===== src/rtl/ps_if_regfile_if.sv =====
// ps_if request/response bus between the response copier and register-bank endpoints.
interface ps_if #(
   parameter int ADDR_WIDTH = 8,
   parameter int DATA_WIDTH = 32
);
   logic [ADDR_WIDTH-1:0] waddr;
   logic [DATA_WIDTH-1:0] wdata;
   logic                  wvalid;
   logic                  wready;
   logic                  wresp;
   logic [ADDR_WIDTH-1:0] raddr;
   logic                  arvalid;
   logic [DATA_WIDTH-1:0] rdata;
   logic                  rvalid;
   logic                  rready;

   modport slave (
      input  waddr, wdata, wvalid, raddr, arvalid, rready,
      output wready, wresp, rdata, rvalid
   );

   modport master (
      output waddr, wdata, wvalid, raddr, arvalid, rready,
      input  wready, wresp, rdata, rvalid
   );
endinterface


===== src/rtl/ps_if_regfile.sv =====
// Register-bank endpoint on ps_if: fixed-latency read pipeline feeding an in-order
// response FIFO, with credit-limited reads and a saturating error counter.
module ps_if_regfile #(
   parameter int DATA_WIDTH   = 32,
   parameter int ADDR_WIDTH   = 8,
   parameter int NUM_REGS     = 16,
   parameter int READ_LATENCY = 2,
   parameter int RESP_DEPTH   = 4
) (
   input  logic        clk,
   input  logic        rst,
   ps_if.slave         s,
   input  logic        clr_err,
   output logic [15:0] err_cnt,
   output logic        rd_overflow
);
   localparam int IDX_W = (NUM_REGS > 1) ? $clog2(NUM_REGS) : 1;
   localparam int PTR_W = (RESP_DEPTH > 1) ? $clog2(RESP_DEPTH) : 1;
   localparam int CNT_W = $clog2(RESP_DEPTH + 1);
   localparam logic [ADDR_WIDTH:0] NUM_REGS_EXT = (ADDR_WIDTH + 1)'(NUM_REGS);

   logic [DATA_WIDTH-1:0]   regs_q [NUM_REGS];
   logic [DATA_WIDTH-1:0]   regs_d [NUM_REGS];
   logic                    wready_q, wready_d;
   logic                    wresp_q, wresp_d;
   logic [READ_LATENCY-1:0] pipe_vld_q, pipe_vld_d;
   logic [DATA_WIDTH-1:0]   pipe_dat_q [READ_LATENCY];
   logic [DATA_WIDTH-1:0]   pipe_dat_d [READ_LATENCY];
   logic [DATA_WIDTH-1:0]   fifo_mem_q [RESP_DEPTH];
   logic [DATA_WIDTH-1:0]   fifo_mem_d [RESP_DEPTH];
   logic [PTR_W-1:0]        wptr_q, wptr_d, rptr_q, rptr_d;
   logic [CNT_W-1:0]        fifo_cnt_q, fifo_cnt_d;
   logic [CNT_W-1:0]        outstanding_q, outstanding_d;
   logic [15:0]             err_cnt_q, err_cnt_d;
   logic                    rd_overflow_q, rd_overflow_d;

   logic                  wr_accept, wr_in_range, rd_in_range, rd_accept, rd_drop;
   logic                  fifo_push, fifo_pop, fifo_full, rvalid;
   logic [DATA_WIDTH-1:0] rd_sample;
   logic [1:0]            err_inc;
   logic [16:0]           err_sum;

   function automatic logic [PTR_W-1:0] ptr_inc(input logic [PTR_W-1:0] p);
      return (p == PTR_W'(RESP_DEPTH - 1)) ? '0 : p + PTR_W'(1);
   endfunction

   // Read credit is counted from accept until the requester consumes the data,
   // so the pipeline plus FIFO can never hold more than RESP_DEPTH entries.
   always_comb begin
      wr_in_range = {1'b0, s.waddr} < NUM_REGS_EXT;
      rd_in_range = {1'b0, s.raddr} < NUM_REGS_EXT;
      wr_accept   = s.wvalid && wready_q;
      rd_accept   = s.arvalid && (outstanding_q < CNT_W'(RESP_DEPTH));
      rd_drop     = s.arvalid && !rd_accept;
      rd_sample   = rd_in_range ? regs_q[s.raddr[IDX_W-1:0]] : '0;
      rvalid      = fifo_cnt_q != '0;
      fifo_push   = pipe_vld_q[READ_LATENCY-1];
      fifo_pop    = rvalid && s.rready;
      fifo_full   = fifo_cnt_q == CNT_W'(RESP_DEPTH);
   end

   always_comb begin
      regs_d   = regs_q;
      wready_d = 1'b1;
      wresp_d  = wr_accept;
      if (wr_accept && wr_in_range) begin
         regs_d[s.waddr[IDX_W-1:0]] = s.wdata;
      end
   end

   always_comb begin
      pipe_vld_d    = '0;
      pipe_dat_d    = pipe_dat_q;
      pipe_vld_d[0] = rd_accept;
      pipe_dat_d[0] = rd_sample;
      for (int i = 1; i < READ_LATENCY; i++) begin
         pipe_vld_d[i] = pipe_vld_q[i-1];
         pipe_dat_d[i] = pipe_dat_q[i-1];
      end
   end

   always_comb begin
      fifo_mem_d    = fifo_mem_q;
      wptr_d        = wptr_q;
      rptr_d        = rptr_q;
      fifo_cnt_d    = fifo_cnt_q + CNT_W'(fifo_push) - CNT_W'(fifo_pop);
      outstanding_d = outstanding_q + CNT_W'(rd_accept) - CNT_W'(fifo_pop);
      if (fifo_push) begin
         fifo_mem_d[wptr_q] = pipe_dat_q[READ_LATENCY-1];
         wptr_d             = ptr_inc(wptr_q);
      end
      if (fifo_pop) begin
         rptr_d = ptr_inc(rptr_q);
      end
   end

   // A bad write and a bad or dropped read can land on the same edge, hence up to +2.
   always_comb begin
      err_inc = {1'b0, wr_accept && !wr_in_range}
              + {1'b0, rd_accept && !rd_in_range}
              + {1'b0, rd_drop};
      err_sum = {1'b0, err_cnt_q} + 17'(err_inc);
      if (clr_err) begin
         err_cnt_d     = '0;
         rd_overflow_d = 1'b0;
      end else begin
         err_cnt_d     = err_sum[16] ? 16'hFFFF : err_sum[15:0];
         rd_overflow_d = rd_overflow_q || rd_drop;
      end
   end

   always_ff @(posedge clk) begin
      if (rst) begin
         regs_q        <= '{default: '0};
         wready_q      <= 1'b0;
         wresp_q       <= 1'b0;
         pipe_vld_q    <= '0;
         wptr_q        <= '0;
         rptr_q        <= '0;
         fifo_cnt_q    <= '0;
         outstanding_q <= '0;
         err_cnt_q     <= '0;
         rd_overflow_q <= 1'b0;
      end else begin
         regs_q        <= regs_d;
         wready_q      <= wready_d;
         wresp_q       <= wresp_d;
         pipe_vld_q    <= pipe_vld_d;
         wptr_q        <= wptr_d;
         rptr_q        <= rptr_d;
         fifo_cnt_q    <= fifo_cnt_d;
         outstanding_q <= outstanding_d;
         err_cnt_q     <= err_cnt_d;
         rd_overflow_q <= rd_overflow_d;
      end
   end

   always_ff @(posedge clk) begin
      pipe_dat_q <= pipe_dat_d;
      fifo_mem_q <= fifo_mem_d;
   end

   always_ff @(posedge clk) begin
      if (!rst) begin
         assert (!(fifo_push && fifo_full));
      end
   end

   assign s.wready    = wready_q;
   assign s.wresp     = wresp_q;
   assign s.rvalid    = rvalid;
   assign s.rdata     = rvalid ? fifo_mem_q[rptr_q] : '0;
   assign err_cnt     = err_cnt_q;
   assign rd_overflow = rd_overflow_q;
endmodule

===== src/flat_wrapper.sv =====
// flat-port wrapper written by rule: the top's interface ports become plain ports
module ps_if_regfile_flat 
#(
   parameter int DATA_WIDTH   = 32,
   parameter int ADDR_WIDTH   = 8,
   parameter int NUM_REGS     = 16,
   parameter int READ_LATENCY = 2,
   parameter int RESP_DEPTH   = 4
)
  (clk, rst, clr_err, err_cnt, rd_overflow, s_waddr, s_wdata, s_wvalid, s_raddr, s_arvalid, s_rready, s_wready, s_wresp, s_rdata, s_rvalid);
  ps_if #(.ADDR_WIDTH(ADDR_WIDTH), .DATA_WIDTH(DATA_WIDTH)) s_i ();
  input  logic clk;
  input  logic rst;
  input  logic clr_err;
  output logic [15:0] err_cnt;
  output logic rd_overflow;
  input wire logic [$bits(s_i.waddr)-1:0] s_waddr;
  input wire logic [$bits(s_i.wdata)-1:0] s_wdata;
  input wire logic [$bits(s_i.wvalid)-1:0] s_wvalid;
  input wire logic [$bits(s_i.raddr)-1:0] s_raddr;
  input wire logic [$bits(s_i.arvalid)-1:0] s_arvalid;
  input wire logic [$bits(s_i.rready)-1:0] s_rready;
  output wire logic [$bits(s_i.wready)-1:0] s_wready;
  output wire logic [$bits(s_i.wresp)-1:0] s_wresp;
  output wire logic [$bits(s_i.rdata)-1:0] s_rdata;
  output wire logic [$bits(s_i.rvalid)-1:0] s_rvalid;
  assign s_i.waddr = s_waddr;
  assign s_i.wdata = s_wdata;
  assign s_i.wvalid = s_wvalid;
  assign s_i.raddr = s_raddr;
  assign s_i.arvalid = s_arvalid;
  assign s_i.rready = s_rready;
  assign s_wready = s_i.wready;
  assign s_wresp = s_i.wresp;
  assign s_rdata = s_i.rdata;
  assign s_rvalid = s_i.rvalid;
  ps_if_regfile #(.DATA_WIDTH(DATA_WIDTH), .ADDR_WIDTH(ADDR_WIDTH), .NUM_REGS(NUM_REGS), .READ_LATENCY(READ_LATENCY), .RESP_DEPTH(RESP_DEPTH)) u_core (.clk(clk), .rst(rst), .s(s_i), .clr_err(clr_err), .err_cnt(err_cnt), .rd_overflow(rd_overflow));
endmodule

===== config.mk =====
export PLATFORM = sky130hd
export DESIGN_NAME = ps_if_regfile_flat
export DESIGN_NICKNAME = d
export VERILOG_FILES = /design/src/rtl/ps_if_regfile_if.sv /design/src/rtl/ps_if_regfile.sv /design/src/flat_wrapper.sv
export SDC_FILE = /design/constraint.sdc
export NUM_CORES = 1
export LEC_CHECK = 0
export ABC_AREA = 1
export CAP_MARGIN = 20
export CORE_MARGIN = 10
export CORE_UTILIZATION = 30
export DETAILED_ROUTE_END_ITERATION = 8
export HOLD_SLACK_MARGIN = 0.02
export PLACE_DENSITY = 0.54
export SLEW_MARGIN = 20
export SYNTH_ARGS = -nofsm -noshare
export SYNTH_HDL_FRONTEND = slang
export SYNTH_SLANG_ARGS = --single-unit

===== constraint.sdc =====
create_clock -name clk -period 5 [get_ports clk]
set_input_delay 1.5 -clock clk [delete_from_list [all_inputs] [get_ports clk]]
set_output_delay 1.5 -clock clk [all_outputs]
set_load 0.02 [all_outputs]

Yosys cells after proc, flatten, opt, wreduce, memory -nomap -nowiden --
Index checks and enable logic that the tools add are counted.
Word-level totals: output and inout bits 52, flip-flop bits (word level) 735
Operators by class: mux-type cells 17, $add $sub $neg 9, bitwise gates (word level) 4, reduce and logical (&&, ||, !) cells 15, equal/unequal tests 2, order comparisons 9
Operators by type and width (count):
- $bwmux W512 | 1
- $mux W32 | 7
- $bmux W32 S4 | 1
- $bwmux W128 | 1
- $demux W32 S4 | 1
- $bmux W32 S2 | 1
- $demux W32 S2 | 1
- $add A16 B2 Y17 | 1
- $lt A8 B5 Y1 const B | 2
- $mux W16 | 1
- $ge A5 B5 Y1 const B | 2
- $not A4 Y5 | 2
- $logic_and A1 B1 Y1 | 9
- $add A3 B1 Y3 | 2
- $ge A3 B3 Y1 const B | 2
- $not A2 Y3 | 2
- $sub A3 B1 Y3 | 2
- $lt A5 B1 Y1 const B | 1
- $add A2 B1 Y2 const B | 2
- $eq A2 B2 Y1 const B | 2
- $mux W2 | 2
- $logic_not A1 Y1 | 3
- $lt A3 B1 Y1 const B | 1
- $lt A3 B3 Y1 const B | 1
- 6 further kinds | 6

Longest topological paths before layout --
depth after elaboration 7, depth in mapped cells 15, depth with buffers taken out 14

Worst setup path after synthesis --
No wires, ideal clock.
path kind input port to flip-flop, from in s_raddr[4], to reg u_core.err_cnt_q[11], in the netlist u_core.err_cnt[11], data arrival time 3.548 ns, buffers on the path 1, stages on the path 14, setup time 0.109 ns, path slack 1.343 ns, cells stage by stage nor2_1 nand2_1 o21ai_0 inv_1 ha_1 ha_1 fa_1 nand3_1 nor2_1 nand4_1 clkbuf_1 nand3_1 nand2_1 inv_1
Between the ends: cells in the longest elaborated chain, start to end 7
Ends and longest elaborated chain:
- start, declared | RTL line flat_wrapper.sv:20 | input wire logic [$bits(s_i.raddr)-1:0] s_raddr;
- $lt A8 B5 Y1 | RTL line ps_if_regfile.sv:51 | rd_in_range = {1'b0, s.raddr} < NUM_REGS_EXT;
- $logic_not A1 Y1 | RTL line ps_if_regfile.sv:100 | + {1'b0, rd_accept && !rd_in_range}
- $logic_and A1 B1 Y1 | RTL line ps_if_regfile.sv:100
- $add A1 B1 Y2 | RTL line ps_if_regfile.sv:100
- $add A2 B1 Y2 | RTL line ps_if_regfile.sv:101 | + {1'b0, rd_drop};
- $add A16 B2 Y17 | RTL line ps_if_regfile.sv:102 | err_sum = {1'b0, err_cnt_q} + 17'(err_inc);
- $mux W16 | RTL line ps_if_regfile.sv:107 | err_cnt_d = err_sum[16] ? 16'hFFFF : err_sum[15:0];
- end signal, assigned | RTL line ps_if_regfile.sv:133 | err_cnt_q <= err_cnt_d;
- end, declared | RTL line ps_if_regfile.sv:34 | logic [15:0] err_cnt_q, err_cnt_d;
No other way between the ends. A chain may end at the register's enable or synchronous reset.

Worst setup path in the final report --
from reg u_core.rptr_q[0], to out s_rdata[20]
Between the ends: cells in the longest elaborated chain, start to end 5
Ends and longest elaborated chain:
- start, declared | RTL line ps_if_regfile.sv:31 | logic [PTR_W-1:0] wptr_q, wptr_d, rptr_q, rptr_d;
- start signal, assigned | RTL line ps_if_regfile.sv:130 | rptr_q <= rptr_d;
- $not A2 Y3 (implied by the code) | RTL line ps_if_regfile.sv:152 | assign s.rdata = rvalid ? fifo_mem_q[rptr_q] : '0;
- $bmux W32 S2 | RTL line ps_if_regfile.sv:152
- $mux W32 (implied by the code) (2 in a row) | RTL line ps_if_regfile.sv:152
- $mux W32 | RTL line ps_if_regfile.sv:152
- end, declared | RTL line flat_wrapper.sv:25 | output wire logic [$bits(s_i.rdata)-1:0] s_rdata;
No other way between the ends. The select of a mux whose other input is x is not followed.

==> results_dict.tcl <==
set metrics [dict create \
    synth_common_cells "nand2_1, dfxtp_1, a21oi_1" \
    placed_cells 5607 \
    vias 27266 \
    synth_warnings 0 \
    cp_data_arrival_time_ns 2.94 \
    syn_to_final_growth_pct 14.5 \
    crit_path_end_kind "output pin" \
    ys_seq_elements 735 \
    synth-edff-count 128 \
    ys.flop_type "dfxtp_1" \
    cts_buffers 76 \
    muxShareOfSynthArea 0 \
    critPathMaxFanout 34 \
    required_ns 3.50 \
    start_kind "register" \
    setup_tns_ns 0 \
    synth-xor-area-share 0.00250 \
    synthSimpleGateAreaFrac 0.278 \
    port_buffers 105 \
    layout_min_cycle_time_ns 4.44 \
    rows 118 \
    syn-mean-instance-area_um2 7.21 \
    maxCapViolations 0 \
    chipHeight_um 344 \
    fin_util 0.347 \
    placed_cell_area_mm2 0.0337 \
    async_reset_ff_frac 0 \
    core_area_mm2 0.104 \
    yosysSeqAreaShare 0.508 \
    drc 0 \
    die_area_mm2 0.118 \
    final_nets 4374 \
    cts_resized 0 \
    h-tree-depth 3 \
    insertion_delay_ns 0.63 \
    setup_viol 0 \
    cts_hold_buffers 0 \
    cts_root_buf "clkbuf_16" \
    clkTransAtPathRegs_ns 0.06 \
    drt-total-wl_um 101000 \
    cts_tree "yes" \
    criticalPathCategory "reg -> out" \
    syn-cell-area_mm2 0.0315 \
    synth-compound-area-share 0.121 \
    dr.pass1.iters 5 \
    worstMarginPinSlew_ns 1.13 \
    synthTopCellsByArea "dfxtp_1, nand2_1, edfxtp_1, a21oi_1, nand3_1" \
    yosysUniqueCellTypes 27 \
    avgViaCountPerCell 4.75 \
    postRouteAntennaNets 0 \
    design_area_mm2 0.0361 \
    grt_pass1_vias 25368 \
    place_congestion 0.779 \
    postCtsSetupBuffers 0 \
    min_path_type "reg -> reg" \
    track_usage 0.166 \
    synth_top_cell_by_area "dfxtp_1" \
    wl_per_cell_um 17.6 \
    layout-drive-gt1-share 0.0511 \
    start_util 0.303 \
    synth_fa_ha_area_frac 0.00667 \
    die_x_um 344 \
    drv_slew 0 \
    synth_most_common_cell "nand2_1" \
    whs_ns 0.322 \
    dr.first_iter.drc_count 2246 \
    hold_viol_final 0 \
    rsz0062_at_grt "false" \
    skew_ns 0.0193 \
    synth_nets 4436 \
    synth_top_family_by_area "simple AND/OR/NAND/NOR gates" \
    status "finished clean" \
    postSynthCellCount 4367 \
    cts_num_sinks 735 \
    top_level_ports 106 \
    leakagePower_nw 12.9 \
    fmax_ghz 0.225 \
    stdcell_count 5746 \
    p_per_area_mw_per_mm2 373 \
    antenna_found_initial 7 \
    worst_slew_margin_rel 0.246 \
    yosys.area.top_type_share 0.386 \
    grt-ovfl-total 0 \
    vdd_drop_max_v 0.000514 \
    grt_pass1_wl_um 155000 \
    dp_hpwl_um 56800 \
    grt_max_degree 192 \
    clockBufferDepth 3 \
    fin_crit_sh 0.889 \
]
worst max-delay path: stages, from the launching register on:
cell	delay, ns
dfxtp_2	0.32
inv_1	0.68
buf_4	0.33
o21ai_0	0.10
a21oi_1	0.23
clkdlybuf4s50_1	0.66
worst paths after layout:
kind                           start               endpoint  slack (ns)  cells past startpoint
min            u_core.pipe_dat_d[18]  u_core.pipe_dat_q[18]        0.32                      0
max reg2reg  u_core.outstanding_q[2]      u_core.err_cnt[8]        2.28                     12
min reg2reg    u_core.pipe_dat_d[18]  u_core.pipe_dat_q[18]        0.32                      0
max                 u_core.rptr_q[0]            s_rdata[20]        0.56                      5
state kept, by name (all words and copies together), names as in the netlist, 2 cells and up:
| signal | flops |
|---|---|
| u_core.regs_q | 512 |
| u_core.fifo_mem_q | 128 |
| u_core.pipe_dat_d | 32 |
| u_core.pipe_dat_q | 32 |
| u_core.err_cnt | 16 |
| u_core.fifo_cnt_q | 3 |
| u_core.outstanding_q | 3 |
| u_core.pipe_vld_q | 2 |
| u_core.rptr_q | 2 |
| u_core.wptr_q | 2 |
power by group:
part	total (mW)	switching, mW	internal, mW
sequential	6.09	0.0300	6.06
clock	5.49	2.39	3.10
combinational	1.87	1.24	0.630
cells in the final DEF, fill, tap and decap left out, types with 2 or more instances in the layout:
master | synthesis | routed
nand2_1 | 1601 | 1597
dfxtp_1 | 607 | 606
a21oi_1 | 588 | 588
nand3_1 | 344 | 332
inv_1 | 334 | 331
nor2_1 | 220 | 218
o21ai_0 | 171 | 171
edfxtp_1 | 128 | 128
clkdlybuf4s50_1 | 0 | 100
clkbuf_16 | 0 | 79
buf_4 | 27 | 67
clkbuf_1 | 211 | 23
clkinv_2 | 0 | 13
nor2_4 | 11 | 13
nand3_2 | 0 | 12
ha_1 | 12 | 12
buf_12 | 0 | 12
clkinv_1 | 1 | 9
nor3_1 | 6 | 6
clkbuf_8 | 0 | 6
xnor2_1 | 5 | 5
diode_2 | 0 | 4
nand2_2 | 0 | 4
inv_6 | 0 | 4
xor2_1 | 4 | 4
fa_1 | 3 | 3
a31oi_1 | 2 | 2
inv_2 | 2 | 2
nand4_1 | 2 | 2
bufinv_16 | 0 | 2
buf_8 | 0 | 2
layer usage:
layer	part of all wire	vias up	wire length [µm]	track usage
li1	-	13689	-	-
met1	0.45	12799	45600	0.218
met2	0.48	657	48300	0.286
met3	0.052	121	5220	0.0209
met4	0.018	0	1850	0.0446
met5	0	-	0	0
logic make-up after synthesis:
logic type | after synthesis
AO/OA/AOI/OAI | 761
XOR/XNOR | 9
buffers and inverters | 659
adder cells (fa/ha/maj) | 15
flip-flops | 735
AND/OR/NAND/NOR | 2188
layout make-up:
class / count / area [µm²]
diodes: 4 / 10.0
well taps: 1380 / 1730
flip-flops and latches: 735 / 16000
fillers: 11070 / 67900
inverters: 337 / 1280
clock buffers: 108 / 2150
clock inverters: 27 / 204
multi-input cells: 2973 / 12900
repair buffers: 182 / 1780
stage by stage:
| stage | worst slack (ns) | power (mW) |
|---|---|---|
| final | 0.555 | 13.5 |
| after global placement | 0.537 | 8.11 |
| after CTS | 0.439 | 13.6 |
| after detailed placement | 0.487 | 8.12 |
| after global routing | 0.339 | 14.0 |
| after floorplan | 1.34 | 7.32 |
(Power assumes the default switching activity.)
==> patch, RTL diff (same flow settings) <==
`RESP_DEPTH` is set to 4 in 2 places; all go to 2.
--- a/src/rtl/ps_if_regfile.sv
+++ b/src/rtl/ps_if_regfile.sv
@@ -6,5 +6,5 @@
    parameter int NUM_REGS     = 16,
    parameter int READ_LATENCY = 2,
-   parameter int RESP_DEPTH   = 4
+   parameter int RESP_DEPTH   = 2
 ) (
    input  logic        clk,
--- a/src/flat_wrapper.sv
+++ b/src/flat_wrapper.sv
@@ -6,5 +6,5 @@
    parameter int NUM_REGS     = 16,
    parameter int READ_LATENCY = 2,
-   parameter int RESP_DEPTH   = 4
+   parameter int RESP_DEPTH   = 2
 )
   (clk, rst, clr_err, err_cnt, rd_overflow, s_waddr, s_wdata, s_wvalid, s_raddr, s_arvalid, s_rready, s_wready, s_wresp, s_rdata, s_rvalid);
Formal check against the unedited RTL: not equivalent (a bounded check fails within 4 cycles, from zero or initial values and one cycle with rst high).
==> patch against the original RTL <==
  * Synthesized area fell by 8.8%
  * Sequential power fell by 10%
  * Sequential share of layout area fell by 1.9 points
  * Largest cell class unchanged
  * Worst hold slack improved by 0.0032 ns
  * Clock power fell by 7.8%
  * Cell area fell by 8.7%
  * Wire length fell by 7.0%
  * Sequential cell count fell by 68
  * Clock skew fell by 0.0047 ns
  * Setup slack got worse by 0.12 ns
  * Power fell by 13%
  * First-iteration DRC count fell by 11%
  * Register-to-register slack got worse by 0.21 ns
==> patch: results (changes against the original RTL) <==
YOSYS
-----------------------------------------------------------------------------
Post-synth EDFFs ...............................................           64   was 128
Xor and xnor area share after synthesis ........................       0.274%   was 0.250%
Synth area leaders ............................................. sky130_fd_sc_hd__dfxtp_1, sky130_fd_sc_hd__nand2_1, sky130_fd_sc_hd__a21oi_1   was sky130_fd_sc_hd__dfxtp_1, sky130_fd_sc_hd__nand2_1, sky130_fd_sc_hd__edfxtp_1
Adder-cell share of the synthesized area .......................       0.401%   was 0.667%
Mapped Cells ...................................................        4,144   was 4,367
Portion of the post-synthesis area used by sequential elements .        48.7%   was 50.8%
Top post-synthesis cells by count .............................. sky130_fd_sc_hd__nand2_1, sky130_fd_sc_hd__dfxtp_1, sky130_fd_sc_hd__a21oi_1, sky130_fd_sc_hd__nand3_1, sky130_fd_sc_hd__inv_1   unchanged

STATUS
-----------------------------------------------------------------------------
Result of the run .............................................. finished clean   unchanged

DETAILED ROUTING
-----------------------------------------------------------------------------
Average wire per cell in the routed design .....................      17.4 um   was 17.6 um
Mean number of vias per cell ...................................         4.77   was 4.75
1st-iter DRT viols .............................................        1,997   was 2,246

STA
-----------------------------------------------------------------------------
Hold Worst Slack ...............................................     0.325 ns   was 0.322 ns
Tightest slew margin relative to the limit .....................        29.9%   was 24.6%
Max Fclk .......................................................      219 MHz   was 225 MHz
Setup clock skew after layout ..................................    0.0146 ns   was 0.0193 ns

CTS
-----------------------------------------------------------------------------
Insertion delay to the later sink of the worst-skew pair .......      0.61 ns   was 0.63 ns
CTS buffer count ...............................................           68   was 76
H-tree depth ...................................................            3   unchanged

GRT
-----------------------------------------------------------------------------
First-pass GRT wire length .....................................       145 mm   was 155 mm
Number of global-route vias before repair ......................       24,000   was 25,400
All-layer global routing usage .................................        16.8%   was 16.6%
Largest net degree at the start of global routing ..............          142   was 192

PLACEMENT
-----------------------------------------------------------------------------
Setup Slack @ Placement ........................................     0.391 ns   was 0.487 ns
Final RePlAce weighted congestion ..............................        0.766   was 0.779
Placed Area .................................................... 30,800 sq um   was 33,700 sq um
Number of placed instances with taps included ..................        5,276   was 5,607

SETUP PATH
-----------------------------------------------------------------------------
Capturing element of the worst setup path ......................  s_rdata[25]   was s_rdata[20]
Register-to-Register Setup Slack ...............................      2.07 ns   was 2.28 ns
Critical R2R Launch ............................................ u_core.outstanding_q[1]   was u_core.outstanding_q[2]
RR Endpoint .................................................... u_core.err_cnt[13]   was u_core.err_cnt[8]
Source of the critical timing path ............................. u_core.rptr_q   was u_core.rptr_q[0]

LAYOUT
-----------------------------------------------------------------------------
Registers with the most flip-flops ............................. u_core.regs_q: 512 flops, u_core.fifo_mem_q: 64 flops   was u_core.regs_q: 512 flops, u_core.fifo_mem_q: 128 flops
Layout net count ...............................................        4,143   was 4,374
Fraction of layout cells with a size suffix above 1 ............        5.25%   was 5.11%
Final cell count without fillers ...............................        5,396   was 5,746

WORST HOLD PATH
-----------------------------------------------------------------------------
Startpoint of the lowest-slack hold path ....................... u_core.pipe_dat_d[8]   was u_core.pipe_dat_d[18]
Hold Path End .................................................. u_core.pipe_dat_q[8]   was u_core.pipe_dat_q[18]

## patch: cell type report
type	count	area, sq um
antenna	1	2.50
clock buffer	90	1920
clock inverter	29	253
fill	10200	62100
inverter	322	1220
multi-input combinational	2848	12300
sequential	667	14000
tap	1265	1580
timing repair buffer	174	1670
## patch: critical path, stage by stage, from the launching register on
cell and delay, ns:
sky130_fd_sc_hd__dfxtp_1 0.31, sky130_fd_sc_hd__buf_4 0.33, sky130_fd_sc_hd__clkinv_1 0.86, sky130_fd_sc_hd__nand2_1 0.25, sky130_fd_sc_hd__a21oi_1 0.11, sky130_fd_sc_hd__clkdlybuf4s50_1 0.58
## patch: routing by layer
metal / track usage (%) / vias to the layer above / wire length, um
li1: - / 12900 / -
met1: 21.3 / 12100 / 41300
met2: 29.5 / 630 / 45600
met3: 2.31 / 118 / 5020
met4: 4.75 / 4 / 1900
met5: 0 / - / 27
## patch: power breakdown
group	internal, uW	switching, uW	total [uW]
Sequential	5440	23.2	5470
Combinational	406	840	1250
Clock	2900	2160	5060
